`config.mk`:
```
export PLATFORM = sky130hd
export DESIGN_NAME = instr_dispatch_flat
export DESIGN_NICKNAME = d
export VERILOG_FILES = /design/src/rtl/instr_dispatch_if.sv /design/src/rtl/instr_dispatch.sv /design/src/flat_wrapper.sv
export SDC_FILE = /design/constraint.sdc
export NUM_CORES = 1
export LEC_CHECK = 0
export BUFFER_PORTS_ARGS = -buffer_cell sky130_fd_sc_hd__buf_4
export CAP_MARGIN = 20
export CORE_MARGIN = 2
export CORE_UTILIZATION = 30
export CTS_BUF_LIST = sky130_fd_sc_hd__clkbuf_2 sky130_fd_sc_hd__clkbuf_4 sky130_fd_sc_hd__clkbuf_8
export CTS_CLUSTER_SIZE = 12
export DETAILED_ROUTE_END_ITERATION = 8
export GPL_TIMING_DRIVEN = 0
export RECOVER_POWER = 25
export SETUP_SLACK_MARGIN = 0.2
export SYNTH_ARGS = -nofsm -noshare
export SYNTH_HDL_FRONTEND = slang
export SYNTH_SLANG_ARGS = --single-unit
```
`constraint.sdc`:
```
create_clock -name clk -period 2.6 [get_ports clk]
set_input_delay 0.39 -clock clk [delete_from_list [all_inputs] [get_ports clk]]
set_output_delay 0.39 -clock clk [all_outputs]
set_load 0.01 [all_outputs]
```
`src/rtl/instr_dispatch_if.sv`:
```
`default_nettype none
// ============================================================================
// Module      : instr_dispatch_if
// Description : Bundles the instruction handshake, the decoded-field bus, the
//               per-unit start/done pairs and the status outputs of the
//               instruction dispatcher.
//               master : the dispatcher (drives ready, fields, starts, status)
//               slave  : the environment (drives instruction words and dones)
// Ports       : instr_valid/instr/instr_ready    instruction handshake
//               opCode/Ri/Rj                     latched instruction fields
//               *_start / *_done                 LOAD, MOV, ALU, ALUI units
//               retire/illegal/err_timeout       one-cycle outcome pulses
//               halted/busy/retired_count        status
// Revision    : 1.0  initial release
// ============================================================================
interface instr_dispatch_if #(
  parameter int CNT_W = 8
);
  logic             instr_valid;
  logic [15:0]      instr;
  logic             instr_ready;
  logic [3:0]       opCode;
  logic [5:0]       Ri;
  logic [5:0]       Rj;
  logic             ld_start;
  logic             mov_start;
  logic             alu_start;
  logic             alui_start;
  logic             ld_done;
  logic             mov_done;
  logic             alu_done;
  logic             alui_done;
  logic             retire;
  logic             illegal;
  logic             err_timeout;
  logic             halted;
  logic             busy;
  logic [CNT_W-1:0] retired_count;

  modport master (
    input  instr_valid, instr,
    input  ld_done, mov_done, alu_done, alui_done,
    output instr_ready, opCode, Ri, Rj,
    output ld_start, mov_start, alu_start, alui_start,
    output retire, illegal, err_timeout, halted, busy, retired_count
  );

  modport slave (
    output instr_valid, instr,
    output ld_done, mov_done, alu_done, alui_done,
    input  instr_ready, opCode, Ri, Rj,
    input  ld_start, mov_start, alu_start, alui_start,
    input  retire, illegal, err_timeout, halted, busy, retired_count
  );
endinterface
`default_nettype wire

```
`src/rtl/instr_dispatch.sv`:
```
`default_nettype none
// ============================================================================
// Module      : instr_dispatch
// Description : Accepts one 16-bit instruction at a time, decodes the opcode,
//               pulses the start of the matching execution unit and waits for
//               its done (bounded by TIMEOUT cycles). Retires the instruction,
//               flags illegal opcodes and timeouts, and stops on HALT until
//               reset.
// Ports       : clk    system clock, rising edge
//               rst_n  asynchronous active-low reset
//               bus    instr_dispatch_if.master (handshake, fields, unit
//                      start/done, outcome pulses and status)
// Parameters  : TIMEOUT  maximum WAIT cycles before abort (>= 1)
//               CNT_W    width of the retired-instruction counter
// Revision    : 1.0  initial release
// ============================================================================
module instr_dispatch #(
  parameter int TIMEOUT = 15,
  parameter int CNT_W   = 8
) (
  input  logic               clk,
  input  logic               rst_n,
  instr_dispatch_if.master   bus
);

  localparam int                WAIT_W    = $clog2(TIMEOUT + 1);
  localparam logic [WAIT_W-1:0] c_TIMEOUT = WAIT_W'(TIMEOUT);

  localparam logic [1:0] c_UNIT_LD   = 2'd0;
  localparam logic [1:0] c_UNIT_MOV  = 2'd1;
  localparam logic [1:0] c_UNIT_ALU  = 2'd2;
  localparam logic [1:0] c_UNIT_ALUI = 2'd3;

  localparam logic [1:0] c_RES_OK      = 2'd0;
  localparam logic [1:0] c_RES_ILLEGAL = 2'd1;
  localparam logic [1:0] c_RES_TIMEOUT = 2'd2;

  typedef enum logic [2:0] {
    S_IDLE   = 3'd0,
    S_DECODE = 3'd1,
    S_ISSUE  = 3'd2,
    S_WAIT   = 3'd3,
    S_RETIRE = 3'd4,
    S_HALT   = 3'd5
  } state_t;

  state_t            r_state, w_state_next;
  logic [3:0]        r_opcode;
  logic [5:0]        r_ri;
  logic [5:0]        r_rj;
  logic [1:0]        r_unit, w_unit_next;
  logic [1:0]        r_result, w_result_next;
  logic [WAIT_W-1:0] r_wait_cnt, w_wait_cnt_next;
  logic [WAIT_W-1:0] w_wait_cnt_inc;
  logic [CNT_W-1:0]  r_count;
  logic              w_count_inc;
  logic              w_accept;
  logic              w_sel_done;

  // Opcode classification of the latched word
  logic              w_is_unit;
  logic              w_is_nop;
  logic              w_is_halt;
  logic [1:0]        w_dec_unit;

  assign w_accept       = bus.instr_valid && (r_state == S_IDLE);
  assign w_wait_cnt_inc = r_wait_cnt + WAIT_W'(1);

  always_comb begin
    w_is_unit  = 1'b0;
    w_is_nop   = 1'b0;
    w_is_halt  = 1'b0;
    w_dec_unit = c_UNIT_LD;
    case (r_opcode)
      4'h0:                   w_is_nop  = 1'b1;
      4'h1: begin             w_is_unit = 1'b1; w_dec_unit = c_UNIT_LD;   end
      4'h2: begin             w_is_unit = 1'b1; w_dec_unit = c_UNIT_MOV;  end
      4'h3, 4'h4, 4'h5, 4'h6:
            begin             w_is_unit = 1'b1; w_dec_unit = c_UNIT_ALU;  end
      4'h7: begin             w_is_unit = 1'b1; w_dec_unit = c_UNIT_ALUI; end
      4'hF:                   w_is_halt = 1'b1;
      default:                ;
    endcase
  end

  // Only the selected unit's done is looked at; the others are don't-care.
  always_comb begin
    case (r_unit)
      c_UNIT_LD:   w_sel_done = bus.ld_done;
      c_UNIT_MOV:  w_sel_done = bus.mov_done;
      c_UNIT_ALU:  w_sel_done = bus.alu_done;
      default:     w_sel_done = bus.alui_done;
    endcase
  end

  always_ff @(posedge clk or negedge rst_n) begin
    if (!rst_n) begin
      r_state    <= S_IDLE;
      r_unit     <= c_UNIT_LD;
      r_result   <= c_RES_OK;
      r_wait_cnt <= '0;
    end else begin
      r_state    <= w_state_next;
      r_unit     <= w_unit_next;
      r_result   <= w_result_next;
      r_wait_cnt <= w_wait_cnt_next;
    end
  end

  always_comb begin
    w_state_next    = r_state;
    w_unit_next     = r_unit;
    w_result_next   = r_result;
    w_wait_cnt_next = r_wait_cnt;
    w_count_inc     = 1'b0;
    case (r_state)
      S_IDLE: begin
        if (bus.instr_valid) w_state_next = S_DECODE;
      end
      S_DECODE: begin
        if (w_is_unit) begin
          w_state_next = S_ISSUE;
          w_unit_next  = w_dec_unit;
        end else if (w_is_nop) begin
          w_state_next  = S_RETIRE;
          w_result_next = c_RES_OK;
          w_count_inc   = 1'b1;
        end else if (w_is_halt) begin
          w_state_next = S_HALT;
        end else begin
          w_state_next  = S_RETIRE;
          w_result_next = c_RES_ILLEGAL;
        end
      end
      S_ISSUE: begin
        w_wait_cnt_next = '0;
        w_state_next    = S_WAIT;
      end
      S_WAIT: begin
        // done is checked before expiry so a done in the last cycle wins
        if (w_sel_done) begin
          w_state_next  = S_RETIRE;
          w_result_next = c_RES_OK;
          w_count_inc   = 1'b1;
        end else begin
          w_wait_cnt_next = w_wait_cnt_inc;
          if (w_wait_cnt_inc == c_TIMEOUT) begin
            w_state_next  = S_RETIRE;
            w_result_next = c_RES_TIMEOUT;
          end
        end
      end
      S_RETIRE: begin
        w_state_next = S_IDLE;
      end
      S_HALT: begin
        w_state_next = S_HALT;
      end
      default: begin
        w_state_next = S_IDLE;
      end
    endcase
  end

  // Counter advances on entry to a successful RETIRE, so the new value is
  // visible in the same cycle as the retire pulse.
  always_ff @(posedge clk or negedge rst_n) begin
    if (!rst_n) begin
      r_count <= '0;
    end else if (w_count_inc) begin
      r_count <= r_count + CNT_W'(1);
    end
  end

  // Fields held from one accept to the next
  always_ff @(posedge clk or negedge rst_n) begin
    if (!rst_n) begin
      r_opcode <= '0;
      r_ri     <= '0;
      r_rj     <= '0;
    end else if (w_accept) begin
      r_opcode <= bus.instr[15:12];
      r_ri     <= bus.instr[11:6];
      r_rj     <= bus.instr[5:0];
    end
  end

  assign bus.instr_ready   = (r_state == S_IDLE);
  assign bus.busy          = (r_state != S_IDLE);
  assign bus.halted        = (r_state == S_HALT);
  assign bus.opCode        = r_opcode;
  assign bus.Ri            = r_ri;
  assign bus.Rj            = r_rj;
  assign bus.ld_start      = (r_state == S_ISSUE) && (r_unit == c_UNIT_LD);
  assign bus.mov_start     = (r_state == S_ISSUE) && (r_unit == c_UNIT_MOV);
  assign bus.alu_start     = (r_state == S_ISSUE) && (r_unit == c_UNIT_ALU);
  assign bus.alui_start    = (r_state == S_ISSUE) && (r_unit == c_UNIT_ALUI);
  assign bus.retire        = (r_state == S_RETIRE) && (r_result == c_RES_OK);
  assign bus.illegal       = (r_state == S_RETIRE) && (r_result == c_RES_ILLEGAL);
  assign bus.err_timeout   = (r_state == S_RETIRE) && (r_result == c_RES_TIMEOUT);
  assign bus.retired_count = r_count;

endmodule
`default_nettype wire

```
`src/flat_wrapper.sv`:
```
// flat-port wrapper written by rule: the top's interface ports become plain ports
module instr_dispatch_flat 
#(
  parameter int TIMEOUT = 15,
  parameter int CNT_W   = 8
)
  (clk, rst_n, bus_instr_valid, bus_instr, bus_ld_done, bus_mov_done, bus_alu_done, bus_alui_done, bus_instr_ready, bus_opCode, bus_Ri, bus_Rj, bus_ld_start, bus_mov_start, bus_alu_start, bus_alui_start, bus_retire, bus_illegal, bus_err_timeout, bus_halted, bus_busy, bus_retired_count);
  instr_dispatch_if #(.CNT_W(CNT_W)) bus_i ();
  input  logic clk;
  input  logic rst_n;
  input wire logic [$bits(bus_i.instr_valid)-1:0] bus_instr_valid;
  input wire logic [$bits(bus_i.instr)-1:0] bus_instr;
  input wire logic [$bits(bus_i.ld_done)-1:0] bus_ld_done;
  input wire logic [$bits(bus_i.mov_done)-1:0] bus_mov_done;
  input wire logic [$bits(bus_i.alu_done)-1:0] bus_alu_done;
  input wire logic [$bits(bus_i.alui_done)-1:0] bus_alui_done;
  output wire logic [$bits(bus_i.instr_ready)-1:0] bus_instr_ready;
  output wire logic [$bits(bus_i.opCode)-1:0] bus_opCode;
  output wire logic [$bits(bus_i.Ri)-1:0] bus_Ri;
  output wire logic [$bits(bus_i.Rj)-1:0] bus_Rj;
  output wire logic [$bits(bus_i.ld_start)-1:0] bus_ld_start;
  output wire logic [$bits(bus_i.mov_start)-1:0] bus_mov_start;
  output wire logic [$bits(bus_i.alu_start)-1:0] bus_alu_start;
  output wire logic [$bits(bus_i.alui_start)-1:0] bus_alui_start;
  output wire logic [$bits(bus_i.retire)-1:0] bus_retire;
  output wire logic [$bits(bus_i.illegal)-1:0] bus_illegal;
  output wire logic [$bits(bus_i.err_timeout)-1:0] bus_err_timeout;
  output wire logic [$bits(bus_i.halted)-1:0] bus_halted;
  output wire logic [$bits(bus_i.busy)-1:0] bus_busy;
  output wire logic [$bits(bus_i.retired_count)-1:0] bus_retired_count;
  assign bus_i.instr_valid = bus_instr_valid;
  assign bus_i.instr = bus_instr;
  assign bus_i.ld_done = bus_ld_done;
  assign bus_i.mov_done = bus_mov_done;
  assign bus_i.alu_done = bus_alu_done;
  assign bus_i.alui_done = bus_alui_done;
  assign bus_instr_ready = bus_i.instr_ready;
  assign bus_opCode = bus_i.opCode;
  assign bus_Ri = bus_i.Ri;
  assign bus_Rj = bus_i.Rj;
  assign bus_ld_start = bus_i.ld_start;
  assign bus_mov_start = bus_i.mov_start;
  assign bus_alu_start = bus_i.alu_start;
  assign bus_alui_start = bus_i.alui_start;
  assign bus_retire = bus_i.retire;
  assign bus_illegal = bus_i.illegal;
  assign bus_err_timeout = bus_i.err_timeout;
  assign bus_halted = bus_i.halted;
  assign bus_busy = bus_i.busy;
  assign bus_retired_count = bus_i.retired_count;
  instr_dispatch #(.TIMEOUT(TIMEOUT), .CNT_W(CNT_W)) u_core (.clk(clk), .rst_n(rst_n), .bus(bus_i));
endmodule
```
==> results of run 1 <==
==> through the flow <==
step	total power [mW]	util [%]	instance area [sq um]
6_report	2.52	42.0	2340
5_1_grt	2.75	42.0	2340
4_1_cts	2.57	42.0	2340
3_5_place_dp	2.16	40.4	2250
3_3_place_gp	2.14	40.4	2250
2_1_floorplan	1.66	-	1740
==> worst max-delay path, cell delays in order (launching register included) <==
cell and delay [ns]:
sky130_fd_sc_hd__dfrtp_1 0.32, sky130_fd_sc_hd__clkbuf_1 0.26, sky130_fd_sc_hd__clkbuf_1 0.35, sky130_fd_sc_hd__nand2_1 0.19
sky130_fd_sc_hd__nor3_1 0.18, sky130_fd_sc_hd__buf_4 0.15
==> layout make-up <==
class,count,area share [%]
Buffer,8,1.66
Clock buffer,6,3.53
Clock inverter,1,0.214
Inverter,6,0.963
Multi-Input combinational cell,112,34.5
Sequential cell,35,37.5
Tap cell,72,3.85
Timing Repair Buffer,56,17.8
==> cells in the mapped netlist (all sizes together) <==
| cell type | n |
|---|---|
| a22o | 2 |
| o22ai | 1 |
| nor3 | 8 |
| mux4 | 1 |
| or3b | 1 |
| nand4 | 1 |
| and2b | 1 |
| xnor2 | 3 |
| nor2 | 11 |
| and3b | 1 |
| xor2 | 6 |
| nand3 | 7 |
| a21boi | 3 |
| clkbuf | 6 |
| nor3b | 5 |
| ha | 3 |
| and2 | 3 |
| nand2 | 11 |
| nor4 | 4 |
| a221o | 2 |
| dfrtp | 35 |
| nor2b | 3 |
| or3 | 1 |
| o211ai | 2 |
| o2111a | 1 |
| inv | 6 |
| nand3b | 1 |
| o21ai | 8 |
| mux2i | 2 |
| a41oi | 1 |
| a21oi | 2 |
| nand2b | 1 |
| mux2 | 15 |
| or4 | 1 |
| buf | 2 |
==> power breakdown <==
part / internal, mW / total (mW) / switching, mW
registers: 0.766 / 0.979 / 0.213
logic: 0.608 / 1.15 / 0.544
clock network: 0.208 / 0.392 / 0.185
==> flip-flops by register name, summed over array words and instances (netlist names) <==
name / count
u_core.bus.opCode: 4
u_core.bus.Rj: 6
u_core.r_unit: 2
u_core.r_state: 3
u_core.bus.Ri: 6
u_core.r_result: 2
u_core.bus.retired_count: 8
u_core.r_wait_cnt: 4
==> logic make-up after synthesis <==
family / after synthesis / share of synthesized area [%]
and+or+nand+nor: 60 / 18.7
DFF: 35 / 50.2
AOI/OAI and AO/OA: 22 / 8.82
muxes: 18 / 12.1
buffers and inverters: 14 / 3.51
xor gates and xnor gates: 9 / 4.52
adders and majority gates: 3 / 2.15
==> worst max-delay path by stage <==
stage | depth (start not counted) | to | slack (ns) | startpoint
after global placement | 5 | u_core.r_wait_cnt[2] | 0.48 | bus_alui_done
final | 5 | bus_mov_start | 0.47 | u_core.r_state[1]
after CTS | 5 | bus_ld_start | 0.44 | u_core.r_state[1]
after floorplan | 7 | u_core.bus.Ri[4] | 0.66 | u_core.r_state[1]
after detailed placement | 5 | u_core.r_wait_cnt[2] | 0.48 | bus_alui_done
after global routing | 5 | bus_mov_start | 0.28 | u_core.r_state[1]
==> per-layer routing <==
layer	track usage (%)	routed length (um)	vias up	part of all wire, %
li1	-	-	689	-
met1	16.1	1790	653	47
met2	21.1	1800	30	47
met3	3.48	166	5	4.4
met4	4.07	35	0	0.93
met5	0	0	-	0
==> results.md, run 1 <==
- Number of max-slew violations in the final report: 36
- Number of storage elements in the synthesis netlist: 35
- Top Ports: 57
- CTS root buffer: sky130_fd_sc_hd__clkbuf_8
- Classification of the worst setup path: flip-flop to output port
- Post-route DRC violation count: 0
- Via total after detailed routing: 1377
- Standard-cell row count: 27
- Number of gates resized after cts: 0
- Transition time of the tightest slew-check pin: 1.88 ns
- Commonest non-fill, non-tap cells in the layout: 57 x sky130_fd_sc_hd__buf_4, 35 x sky130_fd_sc_hd__dfrtp_1, 15 x sky130_fd_sc_hd__mux2_2
- Cell count after synthesis: 161
- Synth top area share: 50.2%
- Worst r2r dst: u_core.r_wait_cnt[2]
- DRT antenna net count: 0
- Detailed-router iteration count before antenna repair: 5
- Number of max-cap violations: 1
- Wirelength per Cell: 12.8 um
- # port buffers: 56
- H-tree depth reported by CTS: 2
- Ratio of cells with drive above 1 in the final layout: 38.4%
- Area of the mapped netlist: 1740 sq um
- Non-filler cells, final: 296
- Initial Utilization: 31.3%
- Worst Reg-to-Reg Cells: 4
- Insertion delay to the later sink of the worst-skew pair: 0.28 ns
- Hold_ws: 0.307 ns
- Post-cts hold buffer count: 0
- Yosys warning total: 0
- Average cell area after synthesis: 10.8 sq um
- Placed Instances: 289
- Total Die Area: 6440 sq um
- Syn_nets: 187
- Area delta synth->final: 34.1%
- Reported leakage power: 1.08 nW
- Final #Nets: 250
- Remaining max-slew budget at the tightest pin: -25.0%
- Number of setup violations in the final report: 0
- RSZ-0062 raised after global routing: false
- Critical R2R Launch: u_core.r_unit[0]
- Reg2reg setup slack: 0.53 ns
- Worst min-delay path endpoint: u_core.bus.opCode[3]
- Capturing element type of the critical path: output port
- Count of unique library cells instantiated by Yosys: 40
- Clock slew at the register clock pins of the worst setup and hold paths: 0.07 ns
- Worst setup skew after layout: 0.00594 ns
- Arrival time of the worst setup path: 1.74 ns
- Area used by multi-input combinational logic: 807 sq um
- Failing checks: max-capacitance violations, max-slew violations
- Number of cells traversed by the worst hold path: 3
- Crit path time final: 2.13 ns
- Element type at the critical path start: flip-flop
- Vias in the first global route: 1423
- GRT overflow: 0
- Worst min path class: input pin to flip-flop
- Maximum clock path buffer count: 2
- Share of the clock period used by the worst path: 81.8%
- Final RePlAce weighted congestion: 0.743
- Origin of the worst min-delay path: bus_instr[15]
- TNS Setup: 0 ns
- Dpl ws: 0.484 ns
- Height of the chip: 80.3 um
- Outcome: finished with violations
- Final wirelength: 3.78 mm
- Required time of the critical path: 2.21 ns
- Highest net fanout along the worst path: 10
- Largest area contributor in the netlist: sky130_fd_sc_hd__dfrtp_1
- First-pass GRT wire length: 6.44 mm
- Power density relative to cell area: 1080 nW/um^2
- Max VDD drop: 0.525 mV
- Overall die width: 80.3 um
- Clock tree from TritonCTS: done
- Commonest non-fill, non-tap cell in the layout: sky130_fd_sc_hd__buf_4
- Number of sinks handled by clock tree synthesis: 35
- Number of inserted filler cells in the final layout: 563
- Number of antenna cells inserted: 0
- Post-CTS Setup Inserts: 0
- Post-DR vias/cell: 4.65
- Sequential cell area fraction in the yosys report: 50.2%
- Maximum number of pins on one net before global-route repair: 36
- Area inside the core boundary: 5570 sq um
- DRC violation total after the first TritonRoute iteration: 70
- Initial antenna violation count: 0
- Sequential Area: 876 sq um
- CTS Buf Count: 5
- HPWL after detailed placement: 2.73 mm
- Hold Fails Final Rpt: 0
- Highest Clock Rate: 0.470 GHz
- Leading post-synthesis cells by cell area: sky130_fd_sc_hd__dfrtp_1 50%, sky130_fd_sc_hd__mux2_2 9.7%, sky130_fd_sc_hd__xor2_1 3.0%
- Combined global-route utilization of all metal layers: 12.8%
- Setup ws final: 0.472 ns
(Power assumes the default switching activity.)
==> run 2: changes to the inputs <==
--- a/config.mk
+++ b/config.mk
@@ -5,6 +5,7 @@
 export SDC_FILE = /design/constraint.sdc
 export NUM_CORES = 1
 export LEC_CHECK = 0
+export ABC_AREA = 1
 export BUFFER_PORTS_ARGS = -buffer_cell sky130_fd_sc_hd__buf_4
 export CAP_MARGIN = 20
 export CORE_MARGIN = 2
==> constraint.sdc (replaced) <==
create_clock -name clk -period 1.7 [get_ports clk]
set_input_delay 0.255 -clock clk [delete_from_list [all_inputs] [get_ports clk]]
set_output_delay 0.255 -clock clk [all_outputs]
set_load 0.01 [all_outputs]
==> results.md, run 2 <==
- Number of flip-flops in the largest register: 8
- Area inside the core boundary: 5610 sq um
- Reg2reg setup slack: 0.27 ns
- Number of storage elements in the synthesis netlist: 35
- Cell count after synthesis: 194
- TNS Setup: 0 ns
- Switching fraction of total power: 38.7%
- Origin of the worst min-delay path: bus_instr[1]
- Number of antenna cells inserted: 0
- Yosys warning total: 0
- Total Die Area: 6540 sq um
- Maximum number of pins on one net before global-route repair: 36
- Largest area contributor in the netlist: sky130_fd_sc_hd__dfrtp_1
- Number of setup violations in the final report: 0
- Critical R2R Launch: u_core.r_state[1]
- Combinational power share: 47.7%
- Area of the mapped netlist: 1770 sq um
- Element type at the critical path start: flip-flop
- Ratio of cells with drive above 1 in the final layout: 44.2%
- Setup ws final: 0.217 ns
- Area share of and/or/nand/nor cells after synthesis: 24.6%
- Reported leakage power: 1.26 nW
- Final wirelength: 4.02 mm
- Combined global-route utilization of all metal layers: 12.1%
- Transition time of the tightest slew-check pin: 0.885 ns
- Leading post-synthesis cells by cell area: sky130_fd_sc_hd__dfrtp_1 49%, sky130_fd_sc_hd__nand2_1 9.1%, sky130_fd_sc_hd__nand3_1 5.4%
- Area after detailed placement: 2280 sq um
- DRT antenna net count: 0
- Area fraction in compound gates after synthesis: 5.72%
- Commonest non-fill, non-tap cell in the layout: sky130_fd_sc_hd__buf_4
- Arrival time of the worst setup path: 1.23 ns
- HPWL after detailed placement: 2.79 mm
- Maximum clock path buffer count: 2
- Clock network power share: 15.4%
- Post-route DRC violation count: 0
- Commonest cells post-synth: 43 x sky130_fd_sc_hd__nand2_1, 35 x sky130_fd_sc_hd__dfrtp_1, 19 x sky130_fd_sc_hd__nand3_1
- Classification of the worst setup path: flip-flop to output port
- Sequential cell area fraction in the yosys report: 49.4%
- Via total after detailed routing: 1525
- Highest net fanout along the worst path: 4
- H-tree depth reported by CTS: 2
- Initial Utilization: 31.6%
- Internal cell power: 2.43 mW
- Overall die width: 80.9 um
- GRT overflow: 0
- Worst r2r dst: u_core.bus.Ri[4]
- Switching component of the power: 1.54 mW
- Crit path time final: 1.48 ns
- Leading cell type by number of instances after synthesis: sky130_fd_sc_hd__nand2_1
- Capturing element type of the critical path: output port
- Largest family of logic cells by synthesized area: simple AND/OR/NAND/NOR gates
- Count of unique library cells instantiated by Yosys: 27
- Number of synthesized flops with an enable pin: 0
- Remaining max-slew budget at the tightest pin: 41.0%
- Insertion delay to the later sink of the worst-skew pair: 0.28 ns
- Final #Nets: 292
- Detailed-router iteration count before antenna repair: 4
- Part of the power in registers: 36.8%
- # port buffers: 56
- Adder-Cell Fraction of Synth Area: 2.12%
- Final RePlAce weighted congestion: 0.775
- First-pass GRT wire length: 6.24 mm
- Area delta synth->final: 44.5%
- Xor/xnor share of the synthesized area: 2.96%
- Power density relative to cell area: 1550 nW/um^2
- Top Ports: 57
- Initial antenna violation count: 0
- Standard-cell row count: 27
- Async S/R FF share, synth: 100%
- CTS Buf Count: 5
- CTS root buffer: sky130_fd_sc_hd__clkbuf_8
- Worst min path class: input pin to flip-flop
- Hold Fails Final Rpt: 0
- Synth top area share: 49.4%
- Height of the chip: 80.9 um
- Required time of the critical path: 1.44 ns
- Worst Reg-to-Reg Cells: 6
- Wirelength per Cell: 11.9 um
- Worst min-delay path endpoint: u_core.bus.Rj[1]
- Share of the clock period used by the worst path: 87.2%
- Area of all placed cells without fillers: 2560 sq um
- RSZ-0062 raised after global routing: true
- Clock slew at the register clock pins of the worst setup and hold paths: 0.07 ns
- Number of cells traversed by the worst hold path: 2
- Max VDD drop: 0.798 mV
- Predominant post-synthesis flop cell: sky130_fd_sc_hd__dfrtp_1
- Vias in the first global route: 1348
- DRC violation total after the first TritonRoute iteration: 81
- Number of max-slew violations in the final report: 0
- Outcome: finished clean
- Number of sinks handled by clock tree synthesis: 35
- Number of max-cap violations: 0
- Post-DR vias/cell: 4.50
- Worst setup skew after layout: 0.00450 ns
- Clock tree from TritonCTS: done
- Highest Clock Rate: 0.674 GHz
- Dpl ws: 0.246 ns
- Average cell area after synthesis: 9.14 sq um
- Commonest non-fill, non-tap cells in the layout: 63 x sky130_fd_sc_hd__buf_4, 39 x sky130_fd_sc_hd__nand2_1, 33 x sky130_fd_sc_hd__dfrtp_1
- Portion of netlist area occupied by mux cells: 10.2%
- Syn_nets: 220
[run 2: cell count changes in the layout (fill, tap and decap cells not counted), moves of 4 or more]
| cell | change |
|---|---|
| sky130_fd_sc_hd__nor3_2 | +5 |
| sky130_fd_sc_hd__nor3_1 | -8 |
| sky130_fd_sc_hd__nor4_1 | -4 |
| sky130_fd_sc_hd__nand2_1 | +28 |
| sky130_fd_sc_hd__buf_4 | +6 |
| sky130_fd_sc_hd__inv_2 | +4 |
| sky130_fd_sc_hd__nand2_2 | +5 |
| sky130_fd_sc_hd__nor2_4 | +4 |
| sky130_fd_sc_hd__nor3b_1 | -4 |
| sky130_fd_sc_hd__nand3_1 | +10 |
| sky130_fd_sc_hd__inv_1 | +10 |
| sky130_fd_sc_hd__mux2_2 | -7 |
| sky130_fd_sc_hd__clkbuf_1 | -6 |
| sky130_fd_sc_hd__mux2_4 | +6 |
[run 2: per-stage QoR]
stage / cells / total power, mW / hold WS, ns / util, %
2_1_floorplan: 194 / 2.38 / -0.0406 / -
3_3_place_gp: 322 / 3.02 / 0.242 / 40.7
3_5_place_dp: 322 / 3.05 / 0.246 / 40.7
4_1_cts: 333 / 3.75 / 0.185 / 43.2
5_1_grt: 339 / 4.25 / 0.188 / 45.7
6_report: 339 / 3.97 / 0.199 / 45.7
[run 2: layout make-up]
class	count	area, sq um
Buffer	1	15.0
Inverter	21	81.3
Tap cell	72	90.1
Sequential cell	35	878
Fill cell	581	3050
Timing Repair Buffer	65	488
Clock buffer	7	83.8
Clock inverter	1	5.00
Multi-Input combinational cell	137	920
[run 2: metal layers]
layer	vias to the layer above	wire [um]	track usage, %
li1	779	-	-
met1	707	1760	15.6
met2	35	2000	19.7
met3	4	226	3.67
met4	0	31	3.56
met5	-	0	0
[run 2: critical path, stage by stage (launching register included)]
cell	delay (ns)
sky130_fd_sc_hd__dfrtp_2	0.47
sky130_fd_sc_hd__inv_2	0.12
sky130_fd_sc_hd__nand2_2	0.07
sky130_fd_sc_hd__nor2_2	0.15
sky130_fd_sc_hd__buf_4	0.14
[run 2: repair_timing]
item	4_1_cts	5_1_grt
endpoints found under the hold margin	35	0
endpoints found under the setup margin	6	31
gates cloned	0	0
resized for setup	5	27
pin swaps	1	3
hold buffers	1	0
buffers inserted	2	6
[run 2: cell families after synthesis]
logic type / count (synthesis)
AOI/OAI and AO/OA: 19
xor gates and xnor gates: 6
adders and majority gates: 3
buffers and inverters: 22
DFF: 35
muxes: 14
and+or+nand+nor: 95
[run 2: worst max path at each step]
| stage | start | endpoint | slack [ns] |
|---|---|---|---|
| global route | u_core.r_state[2] | bus_alu_start | 0.12 |
| detailed placement | u_core.r_state[1] | u_core.bus.Rj[1] | 0.25 |
| global placement | u_core.r_state[1] | u_core.bus.Ri[4] | 0.25 |
| CTS | u_core.r_state[0] | bus_mov_start | 0.19 |
| finish | u_core.r_state[1] | bus_halted | 0.22 |
| floorplan | u_core.r_state[1] | u_core.bus.Ri[4] | 0.31 |
[run 2: power groups by stage]
stage / Combinational (mW) / Clock (mW) / Sequential [mW]
2_1_floorplan: 0.879 / 0 / 1.50
3_3_place_gp: 1.59 / 0 / 1.43
3_5_place_dp: 1.61 / 0 / 1.43
4_1_cts: 1.67 / 0.642 / 1.43
5_1_grt: 2.08 / 0.666 / 1.51
6_report: 1.89 / 0.613 / 1.46
==> run 3: changes to the inputs <==
--- a/config.mk
+++ b/config.mk
@@ -14,6 +14,7 @@
 export CTS_CLUSTER_SIZE = 12
 export DETAILED_ROUTE_END_ITERATION = 8
 export GPL_TIMING_DRIVEN = 0
+export MAX_ROUTING_LAYER = met4
 export RECOVER_POWER = 25
 export SETUP_SLACK_MARGIN = 0.2
 export SYNTH_ARGS = -nofsm -noshare
==> results.md, run 3 (synthesis results as in run 2) <==
- Outcome: finished clean
- Slowest-stage cell, CP: sky130_fd_sc_hd__dfrtp_2
- Highest Clock Rate: 0.674 GHz
- Commonest non-fill, non-tap cells in the layout: 63 x sky130_fd_sc_hd__buf_4, 39 x sky130_fd_sc_hd__nand2_1, 33 x sky130_fd_sc_hd__dfrtp_1
- Switching fraction of total power: 38.7%
- Element type at the critical path start: flip-flop
- Share of the clock period used by the worst path: 87.2%
- Classification of the worst setup path: flip-flop to output port
- Required time of the critical path: 1.44 ns
- Post-DR vias/cell: 4.47
- Worst min-delay path endpoint: u_core.bus.Rj[1]
- Ratio of cells with drive above 1 in the final layout: 44.2%
- CTS Buf Count: 5
- Total Die Area: 6540 sq um
- Wirelength per Cell: 11.9 um
- CTS root buffer: sky130_fd_sc_hd__clkbuf_8
- Initial antenna violation count: 0
- TNS Setup: 0 ns
- Number of setup violations in the final report: 0
- Worst Reg-to-Reg Cells: 6
- Buffer and inverter count on the worst path: 2
- Capturing element type of the critical path: output port
- Cell-by-cell trace of the critical path: inv_2 -> nand2_2 -> nor2_2 -> buf_4
- RSZ-0062 raised after global routing: true
- Internal cell power: 2.43 mW
- Final #Nets: 292
- Detailed-router iteration count before antenna repair: 4
- Worst r2r dst: u_core.bus.Ri[4]
- Combined global-route utilization of all metal layers: 12.4%
- Maximum number of pins on one net before global-route repair: 36
- Clock tree from TritonCTS: done
- DRC violation total after the first TritonRoute iteration: 85
- DRT antenna net count: 0
- Part of the power in registers: 36.8%
- Kind of cell adding the most delay to the critical path: flip-flops
- Via total after detailed routing: 1517
- Clock network power share: 15.4%
- Number of sinks handled by clock tree synthesis: 35
- Power density relative to cell area: 1550 nW/um^2
- Insertion delay to the later sink of the worst-skew pair: 0.28 ns
- Max VDD drop: 0.798 mV
- Origin of the worst min-delay path: bus_instr[1]
- Worst setup skew after layout: 0.00441 ns
- Highest net fanout along the worst path: 4
- Remaining max-slew budget at the tightest pin: 41.0%
- Placed Instances: 322
- Initial Utilization: 31.6%
- Transition time of the tightest slew-check pin: 0.885 ns
- Overall die width: 80.9 um
- HPWL after detailed placement: 2.79 mm
- Combinational power share: 47.7%
- Crit path time final: 1.48 ns
- Height of the chip: 80.9 um
- Commonest non-fill, non-tap cell in the layout: sky130_fd_sc_hd__buf_4
- H-tree depth reported by CTS: 2
- Vias in the first global route: 1350
- Number of max-slew violations in the final report: 0
- Hold Fails Final Rpt: 0
- Standard-cell row count: 27
- Delay of the slowest cell on the worst path: 0.47 ns
- Worst min path class: input pin to flip-flop
- Top Ports: 57
- Non-filler cells, final: 339
- First-pass GRT wire length: 6.22 mm
- Final wirelength: 4.02 mm
- Final RePlAce weighted congestion: 0.786
- Post-route DRC violation count: 0
- # port buffers: 56
- Area inside the core boundary: 5610 sq um
- Number of flip-flops in the largest register: 8
- Arrival time of the worst setup path: 1.23 ns
- GRT overflow: 0
- Critical R2R Launch: u_core.r_state[1]
- Maximum clock path buffer count: 2
- Switching component of the power: 1.54 mW
- Area delta synth->final: 44.5%
- Number of antenna cells inserted: 0
- Reported leakage power: 1.26 nW
- Clock slew at the register clock pins of the worst setup and hold paths: 0.07 ns
- Overall power after layout: 3.97 mW
- Reg2reg setup slack: 0.27 ns
- Number of cells traversed by the worst hold path: 2
- Number of max-cap violations: 0
==> run 3: timing repair <==
action	in CTS	in global routing
pin swaps	1	3
hold endpoints to repair	35	0
setup buffers	2	6
endpoints found under the setup margin	6	31
hold buffers	1	0
resized for setup	5	27
==> run 3: cell type report <==
type,count,area [sq um]
inverters,21,81.3
flip-flops and latches,35,878
plain buffers,1,15.0
multi-input cells,137,920
repair buffers,65,488
well taps,72,90.1
fillers,581,3050
clock buffers,7,83.8
clock inverters,1,5.00
==> run 3: worst max-delay path by stage <==
stage | start | cells after the start | endpoint
2_1_floorplan | u_core.r_state[1] | 6 | u_core.bus.Ri[4]
3_3_place_gp | u_core.r_state[1] | 6 | u_core.bus.Ri[4]
3_5_place_dp | u_core.r_state[1] | 6 | u_core.bus.Rj[1]
4_1_cts | u_core.r_state[0] | 4 | bus_mov_start
5_1_grt | u_core.r_state[2] | 4 | bus_alu_start
6_report | u_core.r_state[1] | 4 | bus_halted
==> run 3: power groups by stage <==
stage,Combinational (mW),Clock (mW),Sequential (mW)
global placement,1.59,0,1.43
CTS,1.67,0.642,1.43
global route,2.08,0.666,1.51
detailed placement,1.61,0,1.43
floorplan,0.879,0,1.50
finish,1.89,0.613,1.46
==> run 3: layer usage <==
metal	wire [um]	vias to the layer above	part of all wire (%)	GRT usage (%)
li1	-	778	-	-
met2	2000	35	50	19.7
met4	31	0	0.77	3.56
met3	227	4	5.6	3.67
met5	0	-	0	-
met1	1760	700	44	15.5
==> run 3: per-stage QoR <==
| stage | util [%] | hold WS (ns) | area, sq um | worst slack (ns) |
|---|---|---|---|---|
| 3_5_place_dp | 40.7 | 0.246 | 2280 | 0.246 |
| 6_report | 45.7 | 0.199 | 2560 | 0.217 |
| 5_1_grt | 45.7 | 0.188 | 2560 | 0.121 |
| 3_3_place_gp | 40.7 | 0.242 | 2280 | 0.245 |
| 4_1_cts | 43.2 | 0.185 | 2420 | 0.191 |
| 2_1_floorplan | - | -0.0406 | 1770 | 0.308 |
==> run 3: worst register-to-register path: cells and delay by family (launching register included) <==
| kind | cells | cell delay [ns] |
|---|---|---|
| buffers and inverters | 2 | 0.26 |
| flip-flops | 1 | 0.47 |
| multiplexers | 1 | 0.29 |
| AND/OR/NAND/NOR | 3 | 0.32 |
